`src/rtl/iob_uart_serial_sink_pkg.sv`:
```
// Shared constants for the UART serial sink: FSM encoding, register map,
// STATUS bit positions and CTRL command bits.
package iob_uart_serial_sink_pkg;

  localparam logic [2:0] ST_IDLE  = 3'd0;
  localparam logic [2:0] ST_START = 3'd1;
  localparam logic [2:0] ST_DATA  = 3'd2;
  localparam logic [2:0] ST_STOP  = 3'd3;
  localparam logic [2:0] ST_BREAK = 3'd4;

  localparam logic [1:0] REG_RXDATA = 2'd0;
  localparam logic [1:0] REG_STATUS = 2'd1;
  localparam logic [1:0] REG_CTRL   = 2'd2;
  localparam logic [1:0] REG_DIV    = 2'd3;

  localparam int RX_VALID_BIT     = 8;
  localparam int STAT_OVERRUN_BIT = 15;
  localparam int STAT_FERR_BIT    = 14;
  localparam int STAT_BUSY_BIT    = 13;

  localparam int CTRL_CLR_OVERRUN = 0;
  localparam int CTRL_CLR_FERR    = 1;
  localparam int CTRL_FLUSH       = 2;

  // Divisors below 2 would give a zero half-bit count, so clamp them.
  function automatic logic [15:0] eff_div(input logic [15:0] d);
    return (d < 16'd2) ? 16'd2 : d;
  endfunction

endpackage

```
`src/rtl/iob_uart_sink_fifo.sv`:
```
// Small synchronous FIFO with flush; pop is ignored when empty and a push
// into a full FIFO is dropped unless a pop frees the slot in the same cycle.
module iob_uart_sink_fifo #(
  parameter int FIFO_W = 3,
  parameter int DATA_W = 8
) (
  input  logic              clk_i,
  input  logic              arst_n_i,
  input  logic              cke_i,
  input  logic              push_i,
  input  logic              pop_i,
  input  logic              flush_i,
  input  logic [DATA_W-1:0] wdata_i,
  output logic              full_o,
  output logic              empty_o,
  output logic [FIFO_W:0]   count_o,
  output logic [DATA_W-1:0] data_o
);

  localparam int DEPTH = 1 << FIFO_W;
  localparam logic [FIFO_W:0] FULL_CNT = {1'b1, {FIFO_W{1'b0}}};

  logic [DATA_W-1:0] mem [DEPTH];
  logic [FIFO_W-1:0] wr_ptr_reg;
  logic [FIFO_W-1:0] rd_ptr_reg;
  logic [FIFO_W:0]   count_reg;
  logic              do_push;
  logic              do_pop;

  assign full_o  = (count_reg == FULL_CNT);
  assign empty_o = (count_reg == '0);
  assign count_o = count_reg;
  assign data_o  = mem[rd_ptr_reg];

  assign do_pop  = pop_i && !empty_o;
  assign do_push = push_i && (!full_o || do_pop);

  always_ff @(posedge clk_i) begin
    if (cke_i && do_push && !flush_i) begin
      mem[wr_ptr_reg] <= wdata_i;
    end
  end

  always_ff @(posedge clk_i or negedge arst_n_i) begin
    if (!arst_n_i) begin
      wr_ptr_reg <= '0;
      rd_ptr_reg <= '0;
      count_reg  <= '0;
    end else if (cke_i) begin
      if (flush_i) begin
        wr_ptr_reg <= '0;
        rd_ptr_reg <= '0;
        count_reg  <= '0;
      end else begin
        if (do_push) wr_ptr_reg <= wr_ptr_reg + 1'b1;
        if (do_pop)  rd_ptr_reg <= rd_ptr_reg + 1'b1;
        if (do_push && !do_pop) count_reg <= count_reg + 1'b1;
        else if (do_pop && !do_push) count_reg <= count_reg - 1'b1;
      end
    end
  end

endmodule

```
`src/rtl/iob_uart_serial_sink.sv`:
```
// 8N1 UART line receiver feeding a small FIFO, with bytes, status and the
// clocks-per-bit divisor exposed through an always-ready IOb slave port.
module iob_uart_serial_sink
  import iob_uart_serial_sink_pkg::*;
#(
  parameter int DATA_W      = 32,
  parameter int ADDR_W      = 4,
  parameter int DIV_DEFAULT = 16,
  parameter int FIFO_W      = 3
) (
  input  logic                clk_i,
  input  logic                arst_n_i,
  input  logic                cke_i,
  input  logic                rxd_i,
  input  logic                iob_avalid_i,
  input  logic [ADDR_W-1:0]   iob_addr_i,
  input  logic [DATA_W-1:0]   iob_wdata_i,
  input  logic [DATA_W/8-1:0] iob_wstrb_i,
  output logic                iob_rvalid_o,
  output logic [DATA_W-1:0]   iob_rdata_o,
  output logic                iob_ready_o,
  output logic                frame_o
);

  logic        sync1_reg;
  logic        rx_s;
  logic [2:0]  state_reg;
  logic [15:0] cnt_reg;
  logic [15:0] fdiv_reg;
  logic [2:0]  idx_reg;
  logic [7:0]  shift_reg;
  logic        push_reg;
  logic        overrun_reg;
  logic        ferr_reg;
  logic [15:0] div_reg;
  logic        rvalid_reg;
  logic [DATA_W-1:0] rdata_reg;
  logic        ready_reg;

  logic [1:0]  sel;
  logic        rd_req;
  logic        wr_req;
  logic        ctrl_wr;
  logic        div_wr;
  logic        fifo_pop;
  logic        fifo_flush;
  logic        fifo_full;
  logic        fifo_empty;
  logic [FIFO_W:0] fifo_count;
  logic [7:0]  fifo_data;
  logic [15:0] eff;
  logic        overrun_set;
  logic        ferr_set;
  logic [15:0] rd_val;
  logic        unused_bits;

  assign sel        = iob_addr_i[3:2];
  assign rd_req     = iob_avalid_i && (iob_wstrb_i == '0);
  assign wr_req     = iob_avalid_i && (iob_wstrb_i != '0);
  assign ctrl_wr    = wr_req && (sel == REG_CTRL);
  assign div_wr     = wr_req && (sel == REG_DIV);
  assign fifo_pop   = rd_req && (sel == REG_RXDATA);
  assign fifo_flush = ctrl_wr && iob_wdata_i[CTRL_FLUSH];
  assign eff        = eff_div(div_reg);

  // A full FIFO only overruns when no pop makes room; a flush swallows the byte.
  assign overrun_set = push_reg && fifo_full && !fifo_pop && !fifo_flush;
  assign ferr_set    = (state_reg == ST_STOP) && (cnt_reg == '0) && !rx_s;

  assign iob_ready_o  = ready_reg;
  assign iob_rvalid_o = rvalid_reg;
  assign iob_rdata_o  = rdata_reg;
  assign frame_o      = push_reg;
  assign unused_bits  = &{1'b0, iob_wdata_i, iob_addr_i};

  iob_uart_sink_fifo #(
    .FIFO_W (FIFO_W),
    .DATA_W (8)
  ) u_fifo (
    .clk_i    (clk_i),
    .arst_n_i (arst_n_i),
    .cke_i    (cke_i),
    .push_i   (push_reg),
    .pop_i    (fifo_pop),
    .flush_i  (fifo_flush),
    .wdata_i  (shift_reg),
    .full_o   (fifo_full),
    .empty_o  (fifo_empty),
    .count_o  (fifo_count),
    .data_o   (fifo_data)
  );

  always_ff @(posedge clk_i or negedge arst_n_i) begin
    if (!arst_n_i) begin
      sync1_reg <= 1'b1;
      rx_s      <= 1'b1;
    end else if (cke_i) begin
      sync1_reg <= rxd_i;
      rx_s      <= sync1_reg;
    end
  end

  always_ff @(posedge clk_i or negedge arst_n_i) begin
    if (!arst_n_i) begin
      state_reg <= ST_IDLE;
      cnt_reg   <= '0;
      fdiv_reg  <= 16'(DIV_DEFAULT);
      idx_reg   <= '0;
      shift_reg <= '0;
      push_reg  <= 1'b0;
    end else if (cke_i) begin
      push_reg <= 1'b0;
      case (state_reg)
        ST_IDLE: begin
          // The frame divisor is latched here so DIV writes never affect a frame in flight.
          if (!rx_s) begin
            fdiv_reg  <= eff;
            cnt_reg   <= {1'b0, eff[15:1]} - 16'd1;
            state_reg <= ST_START;
          end
        end
        ST_START: begin
          if (cnt_reg != '0) begin
            cnt_reg <= cnt_reg - 16'd1;
          end else if (!rx_s) begin
            cnt_reg   <= fdiv_reg - 16'd1;
            idx_reg   <= '0;
            state_reg <= ST_DATA;
          end else begin
            state_reg <= ST_IDLE;
          end
        end
        ST_DATA: begin
          if (cnt_reg != '0) begin
            cnt_reg <= cnt_reg - 16'd1;
          end else begin
            shift_reg[idx_reg] <= rx_s;
            cnt_reg            <= fdiv_reg - 16'd1;
            if (idx_reg == 3'd7) state_reg <= ST_STOP;
            else                 idx_reg   <= idx_reg + 3'd1;
          end
        end
        ST_STOP: begin
          if (cnt_reg != '0) begin
            cnt_reg <= cnt_reg - 16'd1;
          end else if (rx_s) begin
            push_reg  <= 1'b1;
            state_reg <= ST_IDLE;
          end else begin
            state_reg <= ST_BREAK;
          end
        end
        ST_BREAK: begin
          if (rx_s) state_reg <= ST_IDLE;
        end
        default: state_reg <= ST_IDLE;
      endcase
    end
  end

  always_ff @(posedge clk_i or negedge arst_n_i) begin
    if (!arst_n_i) begin
      overrun_reg <= 1'b0;
      ferr_reg    <= 1'b0;
      div_reg     <= 16'(DIV_DEFAULT);
    end else if (cke_i) begin
      if (overrun_set)
        overrun_reg <= 1'b1;
      else if (ctrl_wr && iob_wdata_i[CTRL_CLR_OVERRUN])
        overrun_reg <= 1'b0;
      if (ferr_set)
        ferr_reg <= 1'b1;
      else if (ctrl_wr && iob_wdata_i[CTRL_CLR_FERR])
        ferr_reg <= 1'b0;
      if (div_wr)
        div_reg <= iob_wdata_i[15:0];
    end
  end

  always_comb begin
    rd_val = '0;
    case (sel)
      REG_RXDATA: begin
        if (!fifo_empty) begin
          rd_val[RX_VALID_BIT] = 1'b1;
          rd_val[7:0]          = fifo_data;
        end
      end
      REG_STATUS: begin
        rd_val[FIFO_W:0]         = fifo_count;
        rd_val[STAT_OVERRUN_BIT] = overrun_reg;
        rd_val[STAT_FERR_BIT]    = ferr_reg;
        rd_val[STAT_BUSY_BIT]    = (state_reg != ST_IDLE);
      end
      REG_DIV:  rd_val = div_reg;
      default:  rd_val = '0;
    endcase
  end

  always_ff @(posedge clk_i or negedge arst_n_i) begin
    if (!arst_n_i) begin
      rvalid_reg <= 1'b0;
      rdata_reg  <= '0;
      ready_reg  <= 1'b0;
    end else begin
      ready_reg <= 1'b1;
      if (cke_i) begin
        rvalid_reg <= rd_req;
        rdata_reg  <= rd_req ? DATA_W'(rd_val) : '0;
      end
    end
  end

endmodule
```
`config.mk`:
```
export PLATFORM = sky130hd
export DESIGN_NAME = iob_uart_serial_sink
export DESIGN_NICKNAME = d
export VERILOG_FILES = /design/src/rtl/iob_uart_serial_sink_pkg.sv /design/src/rtl/iob_uart_sink_fifo.sv /design/src/rtl/iob_uart_serial_sink.sv
export SDC_FILE = /design/constraint.sdc
export NUM_CORES = 1
export LEC_CHECK = 0
export CAP_MARGIN = 40
export CORE_MARGIN = 10
export CORE_UTILIZATION = 40
export CTS_CLUSTER_DIAMETER = 50
export CTS_CLUSTER_SIZE = 16
export DETAILED_ROUTE_END_ITERATION = 12
export PLACE_DENSITY = 0.6
export SYNTH_ARGS = -nofsm -noshare
export SYNTH_HDL_FRONTEND = slang
export SYNTH_SLANG_ARGS = --single-unit
```
`constraint.sdc`:
```
create_clock -name clk_i -period 2.4 [get_ports clk_i]
set_clock_uncertainty 0.05 [all_clocks]
set_input_delay 0.24 -clock clk_i [delete_from_list [all_inputs] [get_ports clk_i]]
set_output_delay 0.24 -clock clk_i [all_outputs]
set_load 0.02 [all_outputs]
```
==> metrics.md <==
| Metric | Value |
|---|---|
| FF-to-FF End | cnt_reg[7] |
| Worst-path clk slew | 0.07 ns |
| Final HPWL DP | 16000 um |
| Fin. Hold Viols | 0 |
| Post-DR wirelength/cell | 19.9 um |
| Max reg flops | 64 |
| Number of port buffers | 45 |
| Crit-path cells | or4_4, or2_4, buf_4, o21ai_4, a31oi_2, a221o_1 |
| Register bit total from synthesis | 159 |
| Register area | 4310 um^2 |
| Placed Cells | 1074 |
| Status | complete, no violations |
| H-tree depth | 4 |
| Num CTS Buffers | 17 |
| First-pass iteration count of the detailed router | 5 |
| Top reg by flops | u_fifo.mem |
| Worst path bufs/invs | 1 |
| Crit path launch type | register |
| First-pass GRT wire length | 34800 um |
| Die footprint | between 20000 and 30000 um^2 |
| Overall power | 7.61 mW |
| Starting density of the core | 0.405 |
| Io pins | 80 |
| Root buffer cell | clkbuf_16 |
| Crit path kind | register to register |
| Clock period minus worst slack | 2.36 ns |
| Yosys warns | 0 |
| Fmax achieved | 0.424 GHz |
| Syn Area/Cell | around 11 um^2 |
| Number of diodes | 0 |
| Mapped Area | 8140 um^2 |
| VDD IR max | 0.481 mV |
| R2R Path Start | cnt_reg[3] |
| Detail Route Antenna Nets | 0 |
| DR vias | 6225 |
| Std-Cell Rows | 52 |
| Crit path max-delay family | compound AO/OA/AOI/OAI gates |
| Routability-driven placement congestion ratio | 0.913 |
| Reg2Reg Depth | 6 |
| Vias in the first global route | 6247 |
| Area delta synth->final | 27.1% |
| CORE AREA | 20100 um^2 |
| Die Span X | 163 um |
| Multi-input logic area | 3750 um^2 |
| Pwr dens | 735 nW/um^2 |
| Flop-to-flop setup slack | between 0.03 and 0.04 ns |
| Setup-failing EPs final | 0 |
| Setup tns final | 0 ns |
| Clock Latency Late Sink | 0.44 ns |
| Slowest stage cell on the critical path | or4_4 |
| Mapped Cells | 708 |
| Critical Path Fanout Max | 5 |
| Final WL | 22100 um |
| Maxcap violations | 0 |
| Final Cycle Share | 0.984 |
| Fin. max-slew vios | 0 |
| Post-route cell area | between 10000 and 15000 um^2 |
| Number of flops mapped to enable cells by yosys | 64 |
| Worst Max-Slew Pin Slew | 0.528 ns |
| Final cell count without fillers | 1114 |
| Clock sink count | 159 |
| Leak Pwr | 4.22 nW |
| Largest stage delay, worst path | 0.56 ns |
| Layout cell share with drive strength beyond 1 | 0.283 |
| Synth Flop Type | dfrtp_1 |
| Vias per cell | between 5 and 6 |
| Detailed Route Iter0 Violations | 498 |
| GRT Residual Overflow | 0 |
| Unique cell type count in the Yosys netlist | 71 |
| Min-delay worst type | primary input to asynchronous set/reset pin |
| Fillcell total | approximately 1700 |
| Tot GR Track Use | 0.167 |
| Largest net degree at the start of global routing | 74 |
| Worst setup EP type | register |
| Initial antenna violation count | 0 |
| CP arrival | 2.62 ns |
| Sequential area share after synthesis | 0.529 |
| Nets | 893 |
| CTS Buffer Depth | 2 |
| Die height | 163 um |
| Async SR Flop Fraction | 0.597 |
| DRC viols | 0 |
| Critical Path RT | between 2 and 3 ns |
| RSZ-0062 raised after global routing | true |
| CTS tree | done |
| Placement Cell Area | 9460 um^2 |
| Core Util, Final | 0.514 |
| Slew Limit Headroom | 0.648 |
-- logic make-up after synthesis --
kind of cell,Yosys count,synth area share
muxes,56,0.0989
other,2,0.000923
adders and majority gates,17,0.0271
xor gates and xnor gates,29,0.0312
and+or+nand+nor,220,0.138
DFF,159,0.529
AOI/OAI and AO/OA,146,0.125
buffers and inverters,79,0.0497
-- worst register-to-register path, cell delays in order, from the launching register on --
cell,delay [ns]
dfrtp_1,0.39
or4_4,0.56
or2_4,0.26
buf_4,0.16
o21ai_4,0.26
a31oi_2,0.21
a221o_1,0.36
-- cell type report --
type,count,share of cell area
Clock buffer,18,0.0415
Clock inverter,14,0.0186
Inverter,24,0.00871
Multi-Input combinational cell,487,0.363
Sequential cell,159,0.416
Tap cell,270,0.0327
Timing Repair Buffer,142,0.119
-- cell usage after synthesis, types with 3 or more instances --
library cell | count | area [um^2]
o21ai_0 | 38 | 190
a222oi_1 | 5 | 50.1
mux4_2 | 16 | 360
o21a_1 | 3 | 22.5
a22o_1 | 5 | 43.8
or4_1 | 9 | 67.6
clkbuf_1 | 25 | 93.8
a211oi_1 | 4 | 30.0
mux2_2 | 35 | 394
nor3b_1 | 6 | 45.0
o2bb2ai_1 | 17 | 149
o31a_1 | 4 | 35.0
nand3_1 | 14 | 70.1
buf_4 | 17 | 128
a31oi_1 | 9 | 56.3
xnor2_1 | 19 | 166
mux2i_1 | 5 | 50.1
buf_2 | 7 | 35.0
nor4_1 | 14 | 87.6
nand4_1 | 7 | 43.8
and3_1 | 4 | 25.0
buf_1 | 3 | 11.3
nand2_1 | 59 | 221
a21o_1 | 4 | 30.0
o22ai_1 | 11 | 68.8
dfstp_2 | 4 | 105
nor3_1 | 20 | 100
or3_1 | 6 | 37.5
ha_1 | 16 | 200
inv_1 | 24 | 90.1
o211ai_1 | 7 | 52.6
nor2_1 | 50 | 188
a21oi_1 | 20 | 100
edfxtp_1 | 64 | 1920
nand2b_1 | 7 | 43.8
dfrtp_1 | 91 | 2280
or2_2 | 9 | 56.3
xor2_1 | 10 | 87.6
-- what timing repair did --
item	CTS	global route
pin swaps	6	27
resized for setup	9	31
setup buffers	2	4
endpoints found under the hold margin	22	0
gates cloned	0	2
endpoints found under the setup margin	11	49
hold buffers	1	0
-- routing by layer --
metal / share of wire / vias to the layer above / global-route usage
met1: 0.43 / 3142 / 0.216
met2: 0.49 / 182 / 0.273
li1: - / 2856 / -
met5: 0 / - / 0
met4: 0.022 / 0 / 0.0643
met3: 0.051 / 45 / 0.0324
-- power by group --
part / internal, mW / leakage, nW / total, mW / switching, mW
clock network: 1.68 / 0.304 / 2.89 / 1.21
logic: 0.749 / 1.97 / 1.57 / 0.817
registers: 2.99 / 1.95 / 3.15 / 0.167
total: 5.41 / 4.22 / 7.61 / 2.19
-- placed cells by master, fill, tap and decap left out, drive strengths merged, types with 12 or more instances in the layout --
cell	n
o2bb2ai	17
dfrtp	91
nor3	20
xnor2	19
o21ai	41
o22ai	12
mux4	16
nor2	51
clkbuf	18
a21oi	22
conb	17
edfxtp	64
mux2	35
clkdlybuf4s50	44
ha	16
nand3	14
nor4	15
inv	33
buf	97
nand2	60
-- through the flow --
stage          setup WS (ns)  hold WS, ns
6_report              0.0392        0.204
5_1_grt              -0.0445        0.231
4_1_cts               0.0120        0.203
3_5_place_dp          -0.273        0.121
3_3_place_gp          -0.273        0.113
2_1_floorplan         -0.155       -0.106
-- how the worst max path moves through the flow --
stage | from | endpoint | slack (ns) | cells past startpoint
4_1_cts | u_fifo.count_o[1] | u_fifo.count_o[3] | 0.01 | 9
3_5_place_dp | iob_wstrb_i[1] | u_fifo.mem[2][4] | -0.27 | 6
3_3_place_gp | iob_wstrb_i[1] | u_fifo.count_o[3] | -0.27 | 10
2_1_floorplan | iob_wstrb_i[1] | u_fifo.mem[2][0] | -0.16 | 6
5_1_grt | div_reg[5] | cnt_reg[4] | -0.04 | 10
6_report | cnt_reg[3] | cnt_reg[7] | 0.04 | 6
Power figures use the tool's default switching activity.
